==> config.mk <==
export PLATFORM = sky130hd
export DESIGN_NAME = multicycle_ctrl
export DESIGN_NICKNAME = d
export VERILOG_FILES = /design/src/rtl/multicycle_ctrl_pkg.sv /design/src/rtl/multicycle_ctrl_npc_sel.sv /design/src/rtl/multicycle_ctrl.sv
export SDC_FILE = /design/constraint.sdc
export NUM_CORES = 1
export LEC_CHECK = 0
export BUFFER_PORTS_ARGS = -buffer_cell sky130_fd_sc_hd__buf_2
export CAP_MARGIN = 20
export CORE_AREA = 2 2 178 180
export CTS_BUF_LIST = sky130_fd_sc_hd__clkbuf_16
export DETAILED_ROUTE_END_ITERATION = 16
export DIE_AREA = 0 0 180 182
export HOLD_SLACK_MARGIN = 0.1
export PLACE_DENSITY_LB_ADDON = 0.12
export SKIP_CTS_REPAIR_TIMING = 1
export SLEW_MARGIN = 25
export SYNTH_ARGS = -nofsm -noshare
export SYNTH_HDL_FRONTEND = slang
export SYNTH_SLANG_ARGS = --single-unit
==> constraint.sdc <==
create_clock -name clk -period 2.53 [get_ports clk]
set_input_delay 0.253 -clock clk [delete_from_list [all_inputs] [get_ports clk]]
set_output_delay 0.253 -clock clk [all_outputs]
set_load 0.02 [all_outputs]
==> src/rtl/multicycle_ctrl_pkg.sv <==
`default_nettype none
// ============================================================================
// Module      : multicycle_ctrl_pkg
// Description : Shared core definitions for the multicycle controller.
//               Contains the controller state encoding, the default reset
//               PC and the canonical NOP instruction (ADDI x0, x0, 0).
// Revision    : 1.0 - initial release
// ============================================================================
package multicycle_ctrl_pkg;

    // Controller sequencing states, one instruction walks through them in order
    typedef enum logic [2:0] {
        FETCH_REQ  = 3'd0,
        FETCH_WAIT = 3'd1,
        EXEC       = 3'd2,
        MEM_REQ    = 3'd3,
        MEM_WAIT   = 3'd4
    } state_t;

    localparam logic [63:0] RESET_PC_DEFAULT = 64'h0000_0000_8000_0000;
    localparam logic [31:0] NOP_INST         = 32'h0000_0013;

    // A load and a store flagged together still cost only one data access
    function automatic logic is_mem_op(input logic is_load, input logic is_store);
        return is_load | is_store;
    endfunction

endpackage
`default_nettype wire

==> src/rtl/multicycle_ctrl_npc_sel.sv <==
`default_nettype none
// ============================================================================
// Module      : npc_sel
// Description : Combinational next-PC selector. Priority, highest first:
//               exception entry, exception return, taken branch, pc + 4.
// Revision    : 1.0 - initial release
// ============================================================================
module npc_sel
    import multicycle_ctrl_pkg::*;
#(
    parameter int XLEN = 64
) (
    input  logic [XLEN-1:0] pc_i,
    input  logic            ex_i,
    input  logic [XLEN-1:0] ex_entry_i,
    input  logic            ex_ret_i,
    input  logic [XLEN-1:0] epc_i,
    input  logic            br_taken_i,
    input  logic [XLEN-1:0] br_target_i,
    output logic [XLEN-1:0] next_pc_o
);

    localparam logic [XLEN-1:0] PC_STEP = XLEN'(4);

    // Priority mux; the sequential fall-through wraps naturally at 2^XLEN
    always_comb begin
        next_pc_o = pc_i + PC_STEP;
        if (ex_i) begin
            next_pc_o = ex_entry_i;
        end else if (ex_ret_i) begin
            next_pc_o = epc_i;
        end else if (br_taken_i) begin
            next_pc_o = br_target_i;
        end
    end

endmodule
`default_nettype wire

==> src/rtl/multicycle_ctrl.sv <==
`default_nettype none
// ============================================================================
// Module      : multicycle_ctrl
// Description : Multicycle instruction sequencer. Fetches one instruction,
//               executes it, optionally performs a single data access, then
//               retires it with a one-cycle commit strobe.
//               Optional macro MULTICYCLE_PERF_CNT_EN adds 64-bit cycle and
//               retired-instruction counters as extra outputs.
// Revision    : 1.0 - initial release
// ============================================================================
module multicycle_ctrl
    import multicycle_ctrl_pkg::*;
#(
    parameter int          XLEN     = 64,
    parameter logic [63:0] RESET_PC = RESET_PC_DEFAULT
) (
    input  logic            clk,
    input  logic            rst,
    output logic            imem_req_valid,
    input  logic            imem_req_ready,
    output logic [XLEN-1:0] imem_addr,
    input  logic            imem_rsp_valid,
    input  logic [31:0]     imem_rsp_data,
    output logic            dmem_req_valid,
    input  logic            dmem_req_ready,
    input  logic            dmem_rsp_valid,
    input  logic            dec_is_load,
    input  logic            dec_is_store,
    input  logic            br_taken,
    input  logic [XLEN-1:0] br_target,
    input  logic            ex,
    input  logic [XLEN-1:0] ex_entry,
    input  logic            ex_ret,
    input  logic [XLEN-1:0] epc,
    output logic [31:0]     inst,
    output logic [XLEN-1:0] pc,
    output logic [XLEN-1:0] next_pc,
    output logic            commit
`ifdef MULTICYCLE_PERF_CNT_EN
    ,
    output logic [63:0]     cycle_cnt,
    output logic [63:0]     instret_cnt
`endif
);

    localparam logic [XLEN-1:0] PC_RESET_VAL = RESET_PC[XLEN-1:0];

    state_t            state_q, state_d;
    logic [XLEN-1:0]   pc_q, pc_d;
    logic [31:0]       inst_q, inst_d;
    logic [XLEN-1:0]   w_next_pc;
    logic              w_commit;
    logic              w_imem_req_valid;
    logic              w_dmem_req_valid;

    npc_sel #(
        .XLEN        (XLEN)
    ) u_npc_sel (
        .pc_i        (pc_q),
        .ex_i        (ex),
        .ex_entry_i  (ex_entry),
        .ex_ret_i    (ex_ret),
        .epc_i       (epc),
        .br_taken_i  (br_taken),
        .br_target_i (br_target),
        .next_pc_o   (w_next_pc)
    );

    // State, PC and instruction registers; reset abandons any open handshake
    always_ff @(posedge clk) begin
        if (!rst) begin
            state_q <= FETCH_REQ;
            pc_q    <= PC_RESET_VAL;
            inst_q  <= NOP_INST;
        end else begin
            state_q <= state_d;
            pc_q    <= pc_d;
            inst_q  <= inst_d;
        end
    end

    // Next-state, request strobes and commit; PC only moves on the commit cycle
    always_comb begin
        state_d          = state_q;
        pc_d             = pc_q;
        inst_d           = inst_q;
        w_commit         = 1'b0;
        w_imem_req_valid = 1'b0;
        w_dmem_req_valid = 1'b0;
        case (state_q)
            FETCH_REQ: begin
                w_imem_req_valid = 1'b1;
                if (imem_req_ready) begin
                    state_d = FETCH_WAIT;
                end
            end
            FETCH_WAIT: begin
                if (imem_rsp_valid) begin
                    inst_d  = imem_rsp_data;
                    state_d = EXEC;
                end
            end
            EXEC: begin
                if (is_mem_op(dec_is_load, dec_is_store)) begin
                    state_d = MEM_REQ;
                end else begin
                    w_commit = 1'b1;
                    pc_d     = w_next_pc;
                    state_d  = FETCH_REQ;
                end
            end
            MEM_REQ: begin
                w_dmem_req_valid = 1'b1;
                if (dmem_req_ready) begin
                    state_d = MEM_WAIT;
                end
            end
            MEM_WAIT: begin
                if (dmem_rsp_valid) begin
                    w_commit = 1'b1;
                    pc_d     = w_next_pc;
                    state_d  = FETCH_REQ;
                end
            end
            default: begin
                state_d = FETCH_REQ;
            end
        endcase
    end

    // Strobes are masked while reset is held so nothing leaks out mid-reset
    assign imem_req_valid = w_imem_req_valid & rst;
    assign dmem_req_valid = w_dmem_req_valid & rst;
    assign commit         = w_commit & rst;
    assign imem_addr      = pc_q;
    assign pc             = pc_q;
    assign next_pc        = w_next_pc;
    assign inst           = inst_q;

`ifdef MULTICYCLE_PERF_CNT_EN
    logic [63:0] cycle_cnt_q;
    logic [63:0] instret_cnt_q;

    // Free-running cycle count and retired-instruction count, both wrap
    always_ff @(posedge clk) begin
        if (!rst) begin
            cycle_cnt_q   <= 64'd0;
            instret_cnt_q <= 64'd0;
        end else begin
            cycle_cnt_q <= cycle_cnt_q + 64'd1;
            if (w_commit) begin
                instret_cnt_q <= instret_cnt_q + 64'd1;
            end
        end
    end

    assign cycle_cnt   = cycle_cnt_q;
    assign instret_cnt = instret_cnt_q;
`endif

endmodule
`default_nettype wire
After elaboration in Yosys (flattened, before gate mapping) --
Index checks and enable logic that the tools add are counted.
Word-level totals: bits in registers 99, logic and storage cells 39, input bits 235
Operators by class: muxes and demuxes 17, bitwise logic cells 4, equality and inequality tests 9, reduce and logical (&&, ||, !) cells 5, add/subtract/negate cells 1
Operators with widths (number):
- 64-bit 2-to-1 mux | 5
- 64-bit case mux with 2 select lines | 1
- 64-bit by 3-bit adder with 64-bit output (second input constant) | 1
- 3-bit case mux with 5 select lines | 1
- 3-bit 2-to-1 mux | 4
- 2-bit inequality test (second input constant) | 5
- 3-bit by 2-bit == test with 1-bit output (second input constant) | 2
- 1-bit 2-to-1 mux | 4
- 4-bit AND reduction | 1
- 1-bit bitwise AND | 3
- 3-bit by 1-bit == test with 1-bit output (second input constant) | 1
- 3-bit == test (second input constant) | 1
- 3-bit logical NOT | 1
- 3-bit AND reduction | 1
- 2-bit 2-to-1 mux | 1
- 1-bit case mux with 2 select lines | 1
- 2-bit AND reduction | 1
- 2-bit nonzero test | 1
- 1-bit bitwise OR | 1

Logic depth before layout (Yosys ltp) --
Gate-level depths: netlist of the first run.
depth in word-level cells 6, mapped depth 9, depth with buffers taken out 7

Hierarchy --
From an unflattened synthesis of the first run, not the netlist that was laid out.
Second synthesis, totals: cell total of the unflattened synthesis 1070, area total of the unflattened synthesis 7430.9 µm²
By module, submodules not included:
- multicycle_ctrl | area an instance 4206.5 µm², sequential area each 1981.9 µm², instances 1, cells an instance 515
- npc_sel | area an instance 3224.3 µm², sequential area each 0.0 µm², instances 1, cells an instance 555

Least setup slack after synthesis of the first run --
OpenSTA, ideal clock, no wires.
path type register to output, from register pc_q[2] (netlist: imem_addr[2]), to output port next_pc[48], arrival 2.771 ns, data required time 2.277 ns, stages on the path, launching flop included 9, setup slack -0.494 ns, buffers on the path 2, cells stage by stage dfxtp_1 ha_1 clkbuf_1 nand4_1 or4_4 or4_4 buf_6 xor2_1 a21oi_1
Between the ends: cells in the longest elaborated chain, start to end 4
RTL lines:
- from (decl) | RTL line multicycle_ctrl.sv:49 | logic [XLEN-1:0] pc_q, pc_d;
- from (signal assigned) | RTL line multicycle_ctrl.sv:77 | pc_q <= pc_d;
- 64-bit by 3-bit adder with 64-bit output | RTL line multicycle_ctrl_npc_sel.sv:27 | next_pc_o = pc_i + PC_STEP;
- 64-bit 2-to-1 mux | RTL line multicycle_ctrl_npc_sel.sv:32 | end else if (br_taken_i) begin
- 64-bit 2-to-1 mux | RTL line multicycle_ctrl_npc_sel.sv:30 | end else if (ex_ret_i) begin
- 64-bit 2-to-1 mux | RTL line multicycle_ctrl_npc_sel.sv:28 | if (ex_i) begin
- to (decl) | RTL line multicycle_ctrl.sv:37 | output logic [XLEN-1:0] next_pc,
Every way passes these cells.

Worst setup path after layout of the first run --
from register pc_q[7] (netlist: imem_addr[7]), to output port next_pc[48]
Same word-level chain as after synthesis.

==> flow_summary.yaml, run 1 <==
placement:
  hpwl_mm: 34.4
  globalplace.congestion: 0.876
  dp_slack_ns: -0.0954
  dpl.cell_count: 2002
  port_buffers: 461
routing:
  dr.pass1.iters: 5
  wl_per_cell_um: 21.5
  drtIter0Drc: 671
  antenna_left: 0
  routed_wl_mm: 44.8
  drc: 0
  routed_via_density: 5.28
  via_count: 11000
hold_path:
  hold_class: "primary input to flip-flop"
  hp-start: "imem_rsp_data[1]"
  whs_path_depth: 3
  hold_path_end: "inst[1]"
worst_setup_path:
  reg2reg_slack_ns: 0.17
  worstReg2RegEnd: "imem_addr[35]"
  crit_path_end_kind: "primary output"
  cp_top_family: "simple AND/OR/NAND/NOR gates"
  crit_path_cell_trace: "nand4_1 > buf_6 > or4_4 > or4_4 > xor2_1 > a21oi_2 > buf_4"
  reg2reg_depth: 8
  cp.required_ns: 2.28
  arrival_ns: 2.59
  critical_path.most_common_cell: "or4_4"
  crit_fanout: 6
  max_stage_delay_ns: 0.53
  path_class: "flip-flop to primary output"
  regToRegStartpoint: "imem_addr[17]"
  path_buf_inv: 2
  cp-start-kind: "flip-flop"
  cpMaxStageDelayCell: "or4_4"
status:
  violations: "setup timing"
  status: "complete, but fails checks"
sta:
  hold-worst-slack_ns: 0.110
  tightest_slew_ns: 0.630
  hold_violations: 0
  fin_ws_ns: -0.317
  fmax_ghz: 0.351
  finalCritPeriodShare_pct: 113
  setup_viol: 43
  fin_skew_ns: 0.0139
  drv_slew: 0
  fin_crit_ns: 2.85
  setup_tns_ns: -6.65
  rsz0062_at_grt: "yes"
  slew_headroom_pct: 57.9
synth:
  syn-num-nets: 1394
  ys.warnings.count: 0
  synth_edf_count: 0
  synth_area_um2: 8090
  synth_cell_types: 79
  synth_ff_type: "dfxtp_1"
  syn_avg_cell_area_um2: 6.99
  ys_seq_area_share_pct: 24.5
  netlist_instances: 1158
  async_flop_share_pct: 0
  ys_ff_latch: 99
grt:
  antenna_found_initial: 2
  grt_use_total_pct: 25.3
  grt_pass1_wl_mm: 63.6
  grt_max_degree: 71
  gr-total-overflow: 0
  grt.busiest_layer: "met2"
  grt.met3_usage_pct: 4.81
  first_global_vias: 10200
  gr-usage-met1_pct: 31.8
  use_met2_pct: 44.3
clock_network:
  clk_pin_slew_ns: 0.08
  clockBufferDepth: 2
  clock_latency_ns: 0.37
  cts_tree: "yes"
  clock_tree.root_cell: "clkbuf_16"
  clock_sinks: 99
  htree_num_levels: 3
  cts_inserted_buffers: 9
layout:
  seqCellArea_um2: 2020
  fin_cells: 2082
  multiInputGateArea_um2: 5790
  layout_commonest_cell: "buf_2"
  nFillCells: 3363
  fin_nets: 1909
  drive_gt1_share_pct: 49.3
  layout_common_cells: "buf_2, buf_4, nand2_1"
  syn_to_final_growth_pct: 60.0
floorplan:
  fp.coreArea_um2: 31000
  die_w_um: 180
  start_util_pct: 26.1
  rows: 65
  die_h_um: 182
  dieArea_um2: 32800
  ios: 462
power:
  irDropWorstVdd_mv: 0.323
  p_per_area_nw_per_um2: 391
  finalPower_mw: 5.06
  leakage_nw: 5.95
flow_run:
  drv_cap: 0
[cell usage after synthesis, drive strengths merged, types with 25 or more instances]
cell	count	share of area, %
nor3	28	2.0
dfxtp	99	24
nand4	26	2.3
nor2	61	2.9
a21oi	127	7.9
xor2	25	2.7
o22ai	26	2.0
nand3	65	4.0
o21ai	74	4.6
nand2	180	8.3
buf	85	7.2
clkbuf	73	3.4
[kinds of logic (layout without fill, tap and decap cells)]
logic type	count (synthesis)	count (layout)	share of synthesized area, %
simple gates	446	446	27.5
compound gates	362	362	28.4
buf+inv	182	702	11.7
flops	99	99	24.5
xor+xnor	49	49	5.30
mux	19	19	2.43
fa+ha+maj	1	1	0.155
other cells	0	2	0
[where the power goes]
part	switching (mW)	total [mW]	internal, mW
Clock	0.730	1.52	0.788
Sequential	0.0696	1.72	1.65
Combinational	1.11	1.83	0.714
Total	1.91	5.06	3.15
[layout make-up]
| type | count | area share (%) |
|---|---|---|
| Antenna cell | 2 | 0.0387 |
| Clock buffer | 9 | 1.74 |
| Clock inverter | 7 | 0.638 |
| Inverter | 24 | 0.696 |
| Multi-Input combinational cell | 877 | 44.7 |
| Sequential cell | 99 | 15.6 |
| Tap cell | 402 | 3.89 |
| Timing Repair Buffer | 662 | 32.7 |
[registers in the layout, indices dropped and copies added (netlist names)]
register   flops
state_q        3
imem_addr     64
inst          32
[worst max path at each step]
stage,start,endpoint,slack (ns),depth (start not counted)
2_1_floorplan,imem_addr[3],next_pc[48],-0.09,8
3_5_place_dp,imem_addr[24],next_pc[56],-0.1,9
5_1_grt,imem_addr[6],next_pc[48],-0.42,7
6_report,imem_addr[7],next_pc[48],-0.32,7
4_1_cts,imem_addr[24],next_pc[56],-0.51,9
3_3_place_gp,imem_addr[24],next_pc[56],-0.03,9
[worst register-to-register path: stages, from the launching register on]
cell,delay (ns)
dfxtp_2,0.33
nand4_1,0.22
buf_6,0.22
or3_4,0.43
nor3_4,0.30
buf_12,0.16
and3_4,0.20
a31oi_1,0.09
o221a_1,0.27
[metrics by stage]
step	instance area (um^2)	util, %
after floorplan	8190	-
after global placement	11300	36.4
after detailed placement	11300	36.4
after CTS	11600	37.4
after global routing	12900	41.8
final	12900	41.8
[per-layer routing]
| metal | vias up | share of wire (%) | routed length (um) |
|---|---|---|---|
| met5 | - | 0 | 0 |
| met4 | 0 | 2.3 | 1020 |
| met3 | 62 | 6.8 | 3070 |
| met2 | 477 | 49 | 22100 |
| met1 | 5245 | 42 | 18700 |
| li1 | 5210 | - | - |
No activity file was read; power rests on OpenSTA's default activity.
==> run 2, diff against run 1 <==
--- a/config.mk
+++ b/config.mk
@@ -18,3 +18,4 @@
 export SYNTH_ARGS = -nofsm -noshare
 export SYNTH_HDL_FRONTEND = slang
 export SYNTH_SLANG_ARGS = --single-unit
+export TNS_END_PERCENT = 30
==> run 2 against run 1 <==
Against the previous run: the flow still finishes with violations (setup timing); non-clock buffer count is 43 lower; clock power is 7% lower; sequential share of layout area is 1.1 points higher; maximum frequency is 0.15% lower; cell count is 2.1% lower; worst setup slack worse by 0.0042 ns; first-iteration DRC count is 6.1% lower; total power is 3.7% lower; count of clock-buffer cells in the layout stayed put.
==> flow_summary.yaml, run 2 (synthesized netlist as in run 1, its figures left out) <==
sta:
  hold-worst-slack_ns: 0.0925
  tightest_slew_ns: 0.545
  fmax_ghz: 0.351
  fin_skew_ns: 0.00976
  rsz0062_at_grt: "yes"
  setup_tns_ns: -6.66
  slew_headroom_pct: 63.2
  fin_ws_ns: -0.322
  setup_viol: 41
  fin_crit_ns: 2.85
  hold_violations: 0
  drv_slew: 0
  finalCritPeriodShare_pct: 113
grt:
  gr-total-overflow: 0
  first_global_vias: 9971
  grt_pass1_wl_mm: 62.7
  antenna_found_initial: 5
  grt_max_degree: 44
  grt_use_total_pct: 25.0
placement:
  hpwl_mm: 34.3
  placement.cell_area_um2: 11300
  globalplace.congestion: 0.869
  port_buffers: 461
power:
  irDropWorstVdd_mv: 0.355
  power.internal_mw: 3.00
  p_per_area_nw_per_um2: 404
  p_clk_share_pct: 28.9
  seq_power_share_pct: 35.2
  swShare_pct: 38.5
  pwr-share-comb_pct: 35.9
  p_sw_mw: 1.88
  leakage_nw: 5.47
routing:
  drt-met1-wl_mm: 18.5
  route.met2.wl_mm: 21.3
  antenna_left: 0
  dr.pass1.iters: 5
  drc: 0
  drtIter0Drc: 630
  wl_per_cell_um: 21.3
  met3WireLength_mm: 2.75
  routed.top_layer: "met5"
  routed_via_density: 5.22
  via_count: 10600
  routed_wl_mm: 43.4
clock_network:
  cts_inserted_buffers: 9
  cts_tree: "yes"
  clock_sinks: 99
  clk_pin_slew_ns: 0.08
  clockBufferDepth: 2
  clock_latency_ns: 0.36
  htree_num_levels: 3
  clock_tree.root_cell: "clkbuf_16"
floorplan:
  die_h_um: 182
  fp.coreArea_um2: 31000
  start_util_pct: 26.1
  die_w_um: 180
  ios: 462
  dieArea_um2: 32800
  rows: 65
layout:
  drive_gt1_share_pct: 45.1
  final_area_um2: 12100
  layout_commonest_cell: "buf_2"
  layout_common_cells: "buf_2, nand2_1, buf_4"
  seqCellArea_um2: 2020
  largest_reg_flops: 64
  fin_nets: 1866
  syn_to_final_growth_pct: 49.1
  multiInputGateArea_um2: 5450
  nFillCells: 3354
worst_setup_path:
  cp-start-kind: "flip-flop"
  cpMaxStageDelayCell: "or4_4"
  crit_path_end_kind: "primary output"
  regToRegStartpoint: "imem_addr[3]"
  cp.required_ns: 2.28
  critical_path.most_common_cell: "or4_4"
  crit_path_cell_trace: "ha_4 > nand4_1 > or4_4 > or4_4 > xor2_1 > a21oi_2 > buf_4"
  reg2reg_depth: 8
  cp_top_family: "simple AND/OR/NAND/NOR gates"
  max_stage_delay_ns: 0.56
  path_class: "flip-flop to primary output"
  reg2reg_slack_ns: 0.10
  path_buf_inv: 1
  worstReg2RegEnd: "imem_addr[52]"
  crit_fanout: 4
  arrival_ns: 2.60
status:
  violations: "setup timing"
  status: "complete, but fails checks"
hold_path:
  hp-start: "imem_rsp_data[4]"
  hold_class: "primary input to flip-flop"
  hold_path_end: "inst[4]"
  whs_path_depth: 3
flow_run:
  drv_cap: 0
==> run 2: changes by cell type in the layout (fill, tap and decap cells not counted), moves of 7 or more <==
cell	previous run	this run
xnor2_2	9	0
buf_4	186	154
buf_2	421	444
buf_6	41	10
xnor2_1	15	24
nand3_1	54	61
==> run 2: power groups by stage <==
stage | Clock (mW) | Sequential [mW] | Combinational, mW
finish | 1.41 | 1.72 | 1.75
detailed placement | 0 | 1.75 | 1.72
CTS | 1.44 | 1.72 | 1.72
floorplan | 0 | 1.86 | 0.865
global route | 1.50 | 1.73 | 1.88
global placement | 0 | 1.75 | 1.72
==> run 2: stage by stage <==
step / utilization [%] / power, mW / worst slack (ns) / cells
3_3_place_gp: 36.6 / 3.47 / -0.152 / 2006
6_report: 38.9 / 4.87 / -0.322 / 2038
3_5_place_dp: 36.6 / 3.47 / -0.140 / 2006
2_1_floorplan: - / 2.72 / -0.0888 / 1158
5_1_grt: 38.9 / 5.11 / -0.416 / 2038
4_1_cts: 37.5 / 4.88 / -0.555 / 2022
==> run 2: how the worst max path moves through the flow <==
stage	depth (start not counted)	slack (ns)	from	to
finish	7	-0.32	imem_addr[3]	next_pc[48]
floorplan	8	-0.09	imem_addr[3]	next_pc[48]
detailed placement	11	-0.14	imem_addr[3]	next_pc[50]
CTS	11	-0.55	imem_addr[3]	next_pc[50]
global route	7	-0.42	imem_addr[3]	next_pc[48]
global placement	11	-0.15	imem_addr[3]	next_pc[50]
==> run 2: final cells by class <==
class	count	share of cell area, %
timing repair buffer	619	30.8
multi-input combinational	877	45.2
sequential	99	16.7
inverter	24	0.747
tap	402	4.17
clock inverter	7	0.487
clock buffer	9	1.87
antenna	1	0.0207
==> run 2: worst min-delay path: stages <==
cell     delay [ns]
buf_2          0.08
nand2_1        0.04
nand3_1        0.06
==> run 2: routing by layer <==
| layer | GRT usage (%) | up-vias |
|---|---|---|
| met5 | 0 | - |
| met4 | 6.47 | 8 |
| met3 | 5.03 | 46 |
| met2 | 43.7 | 411 |
| met1 | 31.4 | 5043 |
| li1 | - | 5132 |
